==> config.mk <==
export PLATFORM = sky130hd
export DESIGN_NAME = wb_gpio_flat
export DESIGN_NICKNAME = d
export VERILOG_FILES = /design/src/rtl/wb_gpio_if.sv /design/src/rtl/wb_gpio.sv /design/src/flat_wrapper.sv
export SDC_FILE = /design/constraint.sdc
export NUM_CORES = 1
export LEC_CHECK = 0
export ABC_AREA = 1
export CAP_MARGIN = 15
export CORE_MARGIN = 4
export CORE_UTILIZATION = 40
export DETAILED_ROUTE_END_ITERATION = 10
export GPL_ROUTABILITY_DRIVEN = 0
export HOLD_SLACK_MARGIN = 0.05
export MAX_ROUTING_LAYER = met4
export PLACE_DENSITY = 0.76
export SETUP_SLACK_MARGIN = 0.15
export SLEW_MARGIN = 20
export SYNTH_ARGS = -nofsm -noshare
export SYNTH_HDL_FRONTEND = slang
export SYNTH_SLANG_ARGS = --single-unit
==> constraint.sdc <==
create_clock -name clk -period 1.3 [get_ports clk]
set_input_delay 0.39 -clock clk [delete_from_list [all_inputs] [get_ports clk]]
set_output_delay 0.39 -clock clk [all_outputs]
set_load 0.05 [all_outputs]
==> src/rtl/wb_gpio_if.sv <==
`default_nettype none
// +--------------------------------------------------------------------------+
// | Module      : wb_gpio_if                                                 |
// | Description : Wishbone classic bus bundle between the conbus master and  |
// |               the GPIO slave.                                            |
// | Revision    : 1.0 - initial release                                      |
// +--------------------------------------------------------------------------+
interface wb_gpio_if;
  logic [31:0] wb_adr_i;
  logic [31:0] wb_dat_i;
  logic [31:0] wb_dat_o;
  logic [3:0]  wb_sel_i;
  logic        wb_stb_i;
  logic        wb_cyc_i;
  logic        wb_we_i;
  logic        wb_ack_o;

  modport master (
    output wb_adr_i, wb_dat_i, wb_sel_i, wb_stb_i, wb_cyc_i, wb_we_i,
    input  wb_dat_o, wb_ack_o
  );

  modport slave (
    input  wb_adr_i, wb_dat_i, wb_sel_i, wb_stb_i, wb_cyc_i, wb_we_i,
    output wb_dat_o, wb_ack_o
  );
endinterface
`default_nettype wire

==> src/rtl/wb_gpio.sv <==
`default_nettype none
// +--------------------------------------------------------------------------+
// | Module      : wb_gpio                                                    |
// | Description : Wishbone GPIO slave: registered LED outputs, synchronized  |
// |               (optionally debounced) inputs, maskable edge interrupt.    |
// |               Define WB_GPIO_DEBOUNCE_EN to build the debouncer.         |
// | Revision    : 1.0 - initial release                                      |
// +--------------------------------------------------------------------------+
module wb_gpio #(
  parameter int CLK_FREQ        = 100000000,
  parameter int IN_WIDTH        = 9,
  parameter int OUT_WIDTH       = 4,
  parameter int DEBOUNCE_CYCLES = CLK_FREQ / 1000
) (
  input  logic                 clk,
  input  logic                 reset_n,
  wb_gpio_if.slave             wb,
  input  logic [IN_WIDTH-1:0]  gpio_i,
  output logic [OUT_WIDTH-1:0] gpio_o,
  output logic                 intr
);

  localparam logic [2:0] c_idx_in   = 3'd0;
  localparam logic [2:0] c_idx_out  = 3'd1;
  localparam logic [2:0] c_idx_mask = 3'd2;
  localparam logic [2:0] c_idx_pend = 3'd3;
  localparam logic [2:0] c_idx_rise = 3'd4;

  logic [IN_WIDTH-1:0]  s1_q, s1_d, s2_q, s2_d;
  logic [IN_WIDTH-1:0]  in_dly_q, in_dly_d;
  logic [IN_WIDTH-1:0]  pend_q, pend_d, mask_q, mask_d, rise_q, rise_d;
  logic [OUT_WIDTH-1:0] out_q, out_d;
  logic [31:0]          dat_q, dat_d;
  logic                 ack_q, ack_d, intr_q, intr_d;

  logic [IN_WIDTH-1:0]  w_in_val;
  logic [IN_WIDTH-1:0]  w_event, w_w1c;
  logic                 w_req, w_wr, w_rd;
  logic [2:0]           w_idx;
  logic [31:0]          w_wmask, w_wbits, w_rdata;
  logic                 unused_bits;

  assign unused_bits = ^{wb.wb_adr_i[31:5], wb.wb_adr_i[1:0], wb.wb_dat_i, w_wmask, w_wbits};

`ifdef WB_GPIO_DEBOUNCE_EN
  localparam int c_tick_w = (DEBOUNCE_CYCLES > 1) ? $clog2(DEBOUNCE_CYCLES) : 1;
  localparam logic [c_tick_w-1:0] c_tick_max = c_tick_w'(DEBOUNCE_CYCLES - 1);

  logic [c_tick_w-1:0] tick_q, tick_d;
  logic [IN_WIDTH-1:0] smp_q, smp_d, in_q, in_d;
  logic                w_wrap;
  logic [IN_WIDTH-1:0] w_same;

  // Sample period counter; a bit is accepted only after two equal samples.
  always_comb begin
    w_wrap = (tick_q == c_tick_max);
    tick_d = w_wrap ? '0 : tick_q + c_tick_w'(1);
    w_same = ~(s2_q ^ smp_q);
    smp_d  = smp_q;
    in_d   = in_q;
    if (w_wrap) begin
      smp_d = s2_q;
      in_d  = (in_q & ~w_same) | (s2_q & w_same);
    end
  end

  // Debouncer state registers.
  always_ff @(posedge clk or negedge reset_n) begin
    if (!reset_n) begin
      tick_q <= '0;
      smp_q  <= '0;
      in_q   <= '0;
    end else begin
      tick_q <= tick_d;
      smp_q  <= smp_d;
      in_q   <= in_d;
    end
  end

  assign w_in_val = in_q;
`else
  assign w_in_val = s2_q;
`endif

  // Bus decode, register updates, edge detection and interrupt aggregation.
  always_comb begin
    w_idx   = wb.wb_adr_i[4:2];
    w_req   = wb.wb_stb_i & wb.wb_cyc_i & ~ack_q;
    w_wr    = w_req & wb.wb_we_i;
    w_rd    = w_req & ~wb.wb_we_i;
    w_wmask = {{8{wb.wb_sel_i[3]}}, {8{wb.wb_sel_i[2]}},
               {8{wb.wb_sel_i[1]}}, {8{wb.wb_sel_i[0]}}};
    w_wbits = wb.wb_dat_i & w_wmask;

    w_rdata = '0;
    case (w_idx)
      c_idx_in:   w_rdata[IN_WIDTH-1:0]  = w_in_val;
      c_idx_out:  w_rdata[OUT_WIDTH-1:0] = out_q;
      c_idx_mask: w_rdata[IN_WIDTH-1:0]  = mask_q;
      c_idx_pend: w_rdata[IN_WIDTH-1:0]  = pend_q;
      c_idx_rise: w_rdata[IN_WIDTH-1:0]  = rise_q;
      default:    w_rdata = '0;
    endcase

    out_d  = out_q;
    mask_d = mask_q;
    rise_d = rise_q;
    w_w1c  = '0;
    if (w_wr) begin
      case (w_idx)
        c_idx_out:  out_d  = (out_q & ~w_wmask[OUT_WIDTH-1:0]) | w_wbits[OUT_WIDTH-1:0];
        c_idx_mask: mask_d = (mask_q & ~w_wmask[IN_WIDTH-1:0]) | w_wbits[IN_WIDTH-1:0];
        c_idx_pend: w_w1c  = w_wbits[IN_WIDTH-1:0];
        c_idx_rise: rise_d = (rise_q & ~w_wmask[IN_WIDTH-1:0]) | w_wbits[IN_WIDTH-1:0];
        default:    out_d  = out_q;
      endcase
    end

    // A new edge beats a simultaneous clear so no event is ever lost.
    w_event  = (rise_q & w_in_val & ~in_dly_q) | (~rise_q & ~w_in_val & in_dly_q);
    pend_d   = (pend_q & ~w_w1c) | w_event;
    intr_d   = |(pend_q & mask_q);
    in_dly_d = w_in_val;
    s1_d     = gpio_i;
    s2_d     = s1_q;
    ack_d    = w_req;
    dat_d    = w_rd ? w_rdata : dat_q;
  end

  // Main state registers.
  always_ff @(posedge clk or negedge reset_n) begin
    if (!reset_n) begin
      s1_q     <= '0;
      s2_q     <= '0;
      in_dly_q <= '0;
      pend_q   <= '0;
      mask_q   <= '0;
      rise_q   <= '1;
      out_q    <= '0;
      dat_q    <= '0;
      ack_q    <= 1'b0;
      intr_q   <= 1'b0;
    end else begin
      s1_q     <= s1_d;
      s2_q     <= s2_d;
      in_dly_q <= in_dly_d;
      pend_q   <= pend_d;
      mask_q   <= mask_d;
      rise_q   <= rise_d;
      out_q    <= out_d;
      dat_q    <= dat_d;
      ack_q    <= ack_d;
      intr_q   <= intr_d;
    end
  end

  assign wb.wb_ack_o = ack_q;
  assign wb.wb_dat_o = dat_q;
  assign gpio_o      = out_q;
  assign intr        = intr_q;

endmodule
`default_nettype wire
==> src/flat_wrapper.sv <==
// flat-port wrapper written by rule: the top's interface ports become plain ports
module wb_gpio_flat 
#(
  parameter int CLK_FREQ        = 100000000,
  parameter int IN_WIDTH        = 9,
  parameter int OUT_WIDTH       = 4,
  parameter int DEBOUNCE_CYCLES = CLK_FREQ / 1000
)
  (clk, reset_n, gpio_i, gpio_o, intr, wb_wb_adr_i, wb_wb_dat_i, wb_wb_sel_i, wb_wb_stb_i, wb_wb_cyc_i, wb_wb_we_i, wb_wb_dat_o, wb_wb_ack_o);
  wb_gpio_if wb_i ();
  input  logic clk;
  input  logic reset_n;
  input  logic [IN_WIDTH-1:0] gpio_i;
  output logic [OUT_WIDTH-1:0] gpio_o;
  output logic intr;
  input wire logic [$bits(wb_i.wb_adr_i)-1:0] wb_wb_adr_i;
  input wire logic [$bits(wb_i.wb_dat_i)-1:0] wb_wb_dat_i;
  input wire logic [$bits(wb_i.wb_sel_i)-1:0] wb_wb_sel_i;
  input wire logic [$bits(wb_i.wb_stb_i)-1:0] wb_wb_stb_i;
  input wire logic [$bits(wb_i.wb_cyc_i)-1:0] wb_wb_cyc_i;
  input wire logic [$bits(wb_i.wb_we_i)-1:0] wb_wb_we_i;
  output wire logic [$bits(wb_i.wb_dat_o)-1:0] wb_wb_dat_o;
  output wire logic [$bits(wb_i.wb_ack_o)-1:0] wb_wb_ack_o;
  assign wb_i.wb_adr_i = wb_wb_adr_i;
  assign wb_i.wb_dat_i = wb_wb_dat_i;
  assign wb_i.wb_sel_i = wb_wb_sel_i;
  assign wb_i.wb_stb_i = wb_wb_stb_i;
  assign wb_i.wb_cyc_i = wb_wb_cyc_i;
  assign wb_i.wb_we_i = wb_wb_we_i;
  assign wb_wb_dat_o = wb_i.wb_dat_o;
  assign wb_wb_ack_o = wb_i.wb_ack_o;
  wb_gpio #(.CLK_FREQ(CLK_FREQ), .IN_WIDTH(IN_WIDTH), .OUT_WIDTH(OUT_WIDTH), .DEBOUNCE_CYCLES(DEBOUNCE_CYCLES)) u_core (.clk(clk), .reset_n(reset_n), .wb(wb_i), .gpio_i(gpio_i), .gpio_o(gpio_o), .intr(intr));
endmodule
==> results of run 1 <==
[power by group]
group / internal [W] / switching (W) / leakage [nW]
sequential: 0.00235 / 0.000180 / 0.803
combinational: 0.000580 / 0.000757 / 1.29
clock: 0.000690 / 0.000754 / 0.0784
[critical path, cell delays in order, from the launching register on]
cell	delay [ns]
sky130_fd_sc_hd__dfrtp_2	0.42
sky130_fd_sc_hd__buf_6	0.12
sky130_fd_sc_hd__buf_12	0.13
[metal layers]
metal,wire length (µm),part of all wire (%)
met5,0,0
met4,254,3.2
met3,698,8.7
met2,3780,47
met1,3290,41
[path summary, 6_finish.rpt]
check	depth (start not counted)	slack (ns)	from	endpoint
min in group clk	0	0.35	u_core.s1_q[6]$_DFF_PN0_	u_core.in_dly_d[6]$_DFF_PN0_
setup / recovery	2	-0.11	u_core.wb.wb_ack_o$_DFF_PN0_	wb_wb_ack_o
hold reg to reg	0	0.35	u_core.s1_q[6]$_DFF_PN0_	u_core.in_dly_d[6]$_DFF_PN0_
hold / removal	2	0.06	reset_n	asynchronous set/reset pin
max in group asynchronous	2	0.90	reset_n	asynchronous set/reset pin
setup reg to reg	7	-0.08	u_core.wb.wb_ack_o$_DFF_PN0_	flop
[kinds of logic after synthesis]
logic type | Yosys count
AND/OR/NAND/NOR | 172
flip-flops | 69
buffers and inverters | 66
AO/OA/AOI/OAI | 46
other | 1
[per-stage QoR]
step | hold WS, ns | setup slack, ns | util [%]
after floorplan | 0.0944 | -0.104 | -
after global placement | 0.331 | -0.593 | 51.0
after detailed placement | 0.337 | -0.639 | 51.0
after CTS | 0.0665 | -0.116 | 56.1
after global routing | 0.0921 | -0.137 | 57.3
final | 0.0569 | -0.108 | 57.3
[layout make-up]
class,instances,area [µm²],area share [%]
Sequential cell,69,1740,39.1
Multi-Input combinational cell,241,1250,28.1
Timing Repair Buffer,90,1060,23.8
Clock buffer,14,143,3.20
Tap cell,102,128,2.87
Inverter,33,124,2.78
Clock inverter,2,10.0,0.225
[what timing repair did]
| item | CTS | global route |
|---|---|---|
| resized for setup | 35 | 17 |
| setup endpoints to repair | 55 | 55 |
| buffers inserted | 17 | 5 |
| gates cloned | 0 | 1 |
| pin swaps | 8 | 5 |
| hold endpoints to repair | 0 | 0 |
[synth_stat cells, types with 2 or more instances]
master,count
sky130_fd_sc_hd__buf_2,3
sky130_fd_sc_hd__buf_6,4
sky130_fd_sc_hd__o21ai_0,25
sky130_fd_sc_hd__nand3_2,2
sky130_fd_sc_hd__nor2_2,2
sky130_fd_sc_hd__nand3_4,2
sky130_fd_sc_hd__nor2_1,14
sky130_fd_sc_hd__nand3_1,24
sky130_fd_sc_hd__nand2_2,4
sky130_fd_sc_hd__o21ai_2,16
sky130_fd_sc_hd__inv_1,29
sky130_fd_sc_hd__nand4_1,15
sky130_fd_sc_hd__o21ai_1,2
sky130_fd_sc_hd__o21bai_1,3
sky130_fd_sc_hd__nand2_1,105
sky130_fd_sc_hd__inv_2,4
sky130_fd_sc_hd__dfrtp_1,60
sky130_fd_sc_hd__dfstp_2,9
sky130_fd_sc_hd__nor3_1,2
sky130_fd_sc_hd__buf_4,25
==> summary by stage, run 1 <==
Run status
The flow ran to the end, but the final reports show violations. The final reports fail on negative setup slack.

Floorplanning
The initial cell density of the core is between 40% and 50%. The floorplan has 32 rows. The area of the placeable core is 7770 µm².

120 I/O pins were placed. Measured along the x axis, the die boundary spans roughly 100 µm. The area of the die is 9510 µm². The die is just under 100 µm tall.

Clock network
Buffers inserted to repair hold after CTS numbered 0. The number of sinks driven by the clock tree is between 60 and 70. Clock-pin slew was measured on the worst setup and hold paths at roughly 0.07 ns. The number of buffers created by CTS is 9. Clock latency on the worst-skew pair, taken at its later pin, is 0.35 ns. The H-tree depth is 3.

The buffer levels on the longest clock path is 2. The tree is rooted in a sky130_fd_sc_hd__clkbuf_8. The CTS tree is yes.

Global routing
The number of global-route vias before repair was roughly 2700. The initial antenna violation count is 0. The global routing usage summed across all routing layers is ~17%. The global-route wire length before repair is 12500 µm.

For this run, global-route usage on met3 was measured as under 10%. Entering global routing, the biggest net connects 70 pins. Summed over all layers, the global routing overflow is 0. The met2 track utilization from global routing is 27.0%. Global routing used 21.0% of the available met1 tracks. The most congested layer reported by global routing is met2.

Yosys
Summing the areas of all compound-gate instances in the mapped netlist gives a little under a tenth of the synthesized area. Among all flip-flop cells after synthesis, the most frequent one is sky130_fd_sc_hd__dfrtp_1. The netlist uses 24 different library cells. The area share of the largest cell type after synthesis is 46.8%.

The synthesized area divided by synthesized cell count is approximately 9.1 µm². The share of synthesized registers carrying an async set or reset is 100%. The sequential element share of the synthesized area is a little over half.

The synthesized instance count is around 350. After Yosys synthesis, XOR and XNOR cells account for 0% of the synthesized area. The post-synthesis register bit count is 69. Ranked by total cell area, the synthesized netlist is headed by sky130_fd_sc_hd__dfrtp_1 47%, sky130_fd_sc_hd__nand2_1 12%, sky130_fd_sc_hd__dfstp_2 7.4%, sky130_fd_sc_hd__buf_4 5.9%, sky130_fd_sc_hd__o21ai_2 4.4%.

The cell area after technology mapping is 3210 µm². The simple-gate area share of the yosys netlist is approximately a quarter. After synthesis, the largest family of logic cells by area is simple AND/OR/NAND/NOR gates.

Yosys printed 0 warnings. The number of synthesized flops with an enable pin is 0. The post-synthesis cell type with the largest combined area is sky130_fd_sc_hd__dfrtp_1. The adder-cell share of the synthesized area is 0%. The fraction of synthesized area in multiplexers is 0%.

STA
The final worst-path setup slack is -0.108 ns. Of the available clock period, the critical path in the final layout requires 108%. The post-route setup TNS is -1.50 ns. The max-slew violation count was 0. The worst path in the final design needs a cycle of 1.41 ns, including I/O delays and setup. Setup repair after global routing could not meet its margin everywhere. The fmax is around 700 MHz. Setup violations remaining at the end of the flow were counted as 31. The final hold violation count is 0.

For the final database, setup skew stands at ~0.010 ns.

Drt
The number of design-rule violations left by the first detailed-router iteration is 246. The routed wire length per instance is between 10 and 15 µm. The number of vias after detailed routing is between 2000 and 3000. The final wirelength is 8020 µm. The detail route stage leaves a number of antenna-violating nets equal to 0. The first detailed-routing pass took 7 iterations.

Using the TritonRoute via totals, the vias-per-cell ratio works out to roughly 4.9. The number of DRC violations after detailed routing is 0.

Layout
The library cells used most frequently in the layout, excluding fill and tap cells, are 95 x sky130_fd_sc_hd__nand2_1, 58 x sky130_fd_sc_hd__dfrtp_1, 30 x sky130_fd_sc_hd__buf_4, 27 x sky130_fd_sc_hd__inv_1, 23 x sky130_fd_sc_hd__conb_1. In the final design database the tool counted roughly 530 nets. Leaving out fill and tap cells, the most frequent cell in the layout is sky130_fd_sc_hd__nand2_1. The count of placed standard cells in the final layout, fillers left out is roughly 550.

The design area is roughly 4500 µm². In the final layout, the share of cells above drive strength 1 is a little under a third. From synthesis to final layout, the design area changed by 39.0%. 0 antenna diodes ended up in the layout. The final-layout fill cell count is 645.

Power
Summed over all cells, the static leakage comes to roughly 2.2 nW. The worst ir drop on vdd is ~0.55 mV. The completed layout was analyzed and its total power is ~0.0053 W.

Dividing total power by cell area gives a power density of 1190 nW/µm².

Critical path
In this run the worst path has a maximum fanout of 2. The worst setup path is launched from a flop. The kind of capture point of the worst setup path is a primary output. Data on the critical path arrives at its endpoint at ~1.0 ns. The class of the most critical setup path is reg -> out. The required time at the worst-slack endpoint is just over 0.9 ns.

Job
Across the run, the number of max-cap violations was 0.

Hold path
The type of the tightest min-delay check is in -> async.

Placement
In this run, placement finished with an instance count of 512. The placed instances occupy a cell area of ~4000 µm². After legalization and detailed placement, the total HPWL measured slightly above 5000 µm. During placement, the flow inserted port buffers numbering 42.
(Power assumes the default switching activity.)
==> inputs of run 2 (changes only) <==
--- a/config.mk
+++ b/config.mk
@@ -8,12 +8,12 @@
 export ABC_AREA = 1
 export CAP_MARGIN = 15
 export CORE_MARGIN = 4
-export CORE_UTILIZATION = 40
+export CORE_UTILIZATION = 48
 export DETAILED_ROUTE_END_ITERATION = 10
 export GPL_ROUTABILITY_DRIVEN = 0
 export HOLD_SLACK_MARGIN = 0.05
 export MAX_ROUTING_LAYER = met4
-export PLACE_DENSITY = 0.76
+export PLACE_DENSITY = 0.86
 export SETUP_SLACK_MARGIN = 0.15
 export SLEW_MARGIN = 20
 export SYNTH_ARGS = -nofsm -noshare
==> constraint.sdc (replaced) <==
create_clock -name clk -period 1.7 [get_ports clk]
set_input_delay 0.51 -clock clk [delete_from_list [all_inputs] [get_ports clk]]
set_output_delay 0.51 -clock clk [all_outputs]
set_load 0.05 [all_outputs]
==> summary by stage, run 2 (synthesized netlist as in run 1, its figures left out) <==
Layout
The area overhead of the layout relative to synthesis is 33.3% (was 39.0%). The core utilization of the finished layout is 66.5% (was 57.3%). The final-layout fill cell count was 485 (was 645). The most frequent standard cell in the layout excluding fill and tap cells is sky130_fd_sc_hd__nand2_1 (unchanged).

Most used cells in the layout excluding fill and tap cells: 99 x sky130_fd_sc_hd__nand2_1, 60 x sky130_fd_sc_hd__dfrtp_1, 29 x sky130_fd_sc_hd__buf_4, 28 x sky130_fd_sc_hd__inv_1 (was 95 x sky130_fd_sc_hd__nand2_1, 58 x sky130_fd_sc_hd__dfrtp_1, 30 x sky130_fd_sc_hd__buf_4, 27 x sky130_fd_sc_hd__inv_1, 23 x sky130_fd_sc_hd__conb_1). The register area was 1740 µm² (about the same). The area of the multi-input gates is 1220 µm² (was 1250 µm²). The number of nets in the final layout is 513 (was 526). The fraction of final layout cells sized beyond drive strength 1 is 26.6% (was 31.0%).

The antenna cell count is 0 (unchanged).

Global routing
The global routing usage summed across all routing layers is 20.3% (was 17.1%). The initial antenna violation count is 0 (unchanged). The leftover overflow at the end of global routing is 0 (unchanged). The global-route wire length before repair is 12800 µm (was 12500 µm). The largest net degree at the start of global routing was 70 (unchanged).

The number of global-route vias before repair is 2743 (was 2671).

Power
The power density over the cells is 970 nW/µm² (was 1190 nW/µm²). The leakage power is 2.12 nW (was 2.17 nW). The worst ir drop on vdd was 0.561 mV (was 0.549 mV). The final total power is 0.00414 W (was 0.00531 W).

Drt
The number of DRC violations after detailed routing is 0 (unchanged). The count of nets left with antenna violations after detail routing is 0 (unchanged). The number of vias after detailed routing is 2700 (was 2727).

The routed wire length per instance is 15.0 µm (was 14.5 µm). The number of detailed-route iterations in the first pass is 5 (was 7). The final wirelength was 7710 µm (was 8020 µm). The number of design-rule violations left by the first detailed-router iteration is 299 (was 246). The post-detailed-route via-to-cell ratio is 5.26 (was 4.95).

Floorplanning
The number of rows in the core area was 29 (was 32). The number of ports placed on the die boundary came to 120 (unchanged). The initial cell density of the core is 49.9% (was 41.3%). The area of the placeable core came to 6420 µm² (was 7770 µm²). The die extent in x is 89.7 µm (was 97.5 µm). The height of the die is 89.7 µm (was 97.5 µm).

The area of the die is 8050 µm² (was 9510 µm²).

Job
The total of max-cap violations was 0 (unchanged).

Critical path
The sum of buffers and inverters on the critical path is 1 (was 2). The worst endpoint data arrival time is 0.98 ns (was 1.02 ns). The class of the most critical setup path is reg -> out (unchanged). The kind of start point of the critical path is a flop (unchanged). The startpoint of the most critical setup path is u_core.wb.wb_ack_o$_DFF_PN0_ (unchanged). The number of cells traversed by the worst register-to-register path is 6 (was 7). The last element of the critical path is wb_wb_ack_o (unchanged).

The critical path's largest stage delay is 0.46 ns (was 0.42 ns). The largest delay contributor family on the critical path is flip-flops (unchanged). The cell with the largest stage delay on the worst path is sky130_fd_sc_hd__dfrtp_1 (was sky130_fd_sc_hd__dfrtp_2).

The origin of the critical flop-to-flop path is u_core.wb.wb_ack_o$_DFF_PN0_ (unchanged). The register-to-register path setup slack is 0.33 ns (was -0.08 ns). The count of cell instances traversed by the critical path was 1 (was 2). The kind of capture point of the worst setup path is a primary output (unchanged). CP cell instances: buf_12 (was buf_6 > buf_12). The required time at the worst-slack endpoint is 1.19 ns (was 0.91 ns). The peak fanout along the critical path was 3 (was 2).

Clock network
The clock transition at the registers of the reported paths came to 0.07 ns (about the same). The latest clock arrival within the worst-skew pair is 0.34 ns (was 0.35 ns). The buffer levels on the longest clock path is 2 (unchanged).

The number of sinks driven by the clock tree is 69 (unchanged). The H-tree depth is 3 (unchanged). The count of hold buffers inserted by post-cts repair is 0 (unchanged). The number of buffers created by CTS is 9 (unchanged). The CTS tree is yes (unchanged).

The master cell of the clock root buffer is sky130_fd_sc_hd__clkbuf_8 (unchanged).

STA
RSZ-0062 raised after global routing: no (was yes). The final clock period utilization by the worst path is slightly below 90%. The post-route clock skew was 0.00409 ns (was 0.0104 ns). The post-route setup TNS is 0 ns (was -1.50 ns). The final hold violation count is 0 (unchanged). The total of endpoints with negative setup slack in the final report came to 0 (was 31). Derived from the worst setup path, the maximum achievable clock frequency is between 600 and 700 MHz. The max-slew violation count is 0 (unchanged). After layout, the minimum clock period comes to around 1.5 ns.

Placement
The half-perimeter wire length after placement came to 5290 µm (was 5140 µm). The quantity of I/O buffers inserted on ports was 42 (unchanged).

Hold path
The type of the tightest min-delay check is in -> async (unchanged).

Run status
Outcome: complete, no violations (was finished, violations left).
==> run 2: through the flow <==
stage	hold WS [ns]	std cells	worst slack, ns	area [µm²]
global placement	0.332	489	-0.291	3930
CTS	0.180	512	0.151	4200
floorplan	0.214	376	0.169	3290
finish	0.166	513	0.213	4270
global route	0.194	513	0.177	4270
detailed placement	0.340	489	-0.355	3930
==> run 2: area by class of cell <==
| type | count | share of cell area, % |
|---|---|---|
| Tap cell | 77 | 2.26 |
| Clock inverter | 4 | 1.14 |
| Timing Repair Buffer | 77 | 21.2 |
| Sequential cell | 69 | 40.7 |
| Inverter | 33 | 2.90 |
| Clock buffer | 12 | 3.16 |
| Multi-Input combinational cell | 241 | 28.6 |
==> run 2: routing by layer <==
metal	GRT usage, %	vias up	wire [µm]
met5	-	-	0
met4	11.2	0	270
met3	4.92	36	557
met2	32.6	147	3830
met1	23.6	1268	3050
li1	-	1249	-
==> run 2: worst min-delay path by stage <==
stage,end,slack (ns),cells after the start
after floorplan,asynchronous set/reset pin,0.21,0
after global placement,u_core.in_dly_d[3]$_DFF_PN0_,0.33,0
after detailed placement,u_core.in_dly_d[2]$_DFF_PN0_,0.34,0
after CTS,u_core.in_dly_d[5]$_DFF_PN0_,0.18,2
after global routing,u_core.s1_q[5]$_DFF_PN0_,0.19,2
final,u_core.s1_q[5]$_DFF_PN0_,0.17,2
==> run 2: power by group <==
group / total (W) / internal, W / switching, W
Clock: 0.00127 / 0.000677 / 0.000595
Combinational: 0.000938 / 0.000385 / 0.000553
Sequential: 0.00193 / 0.00180 / 0.000137
==> run 2: repair_timing <==
action	in CTS	in global routing
hold endpoints to repair	0	0
gates cloned	0	1
buffers inserted	7	0
endpoints found under the setup margin	35	36
gates resized for setup	6	17
pin swaps	2	5
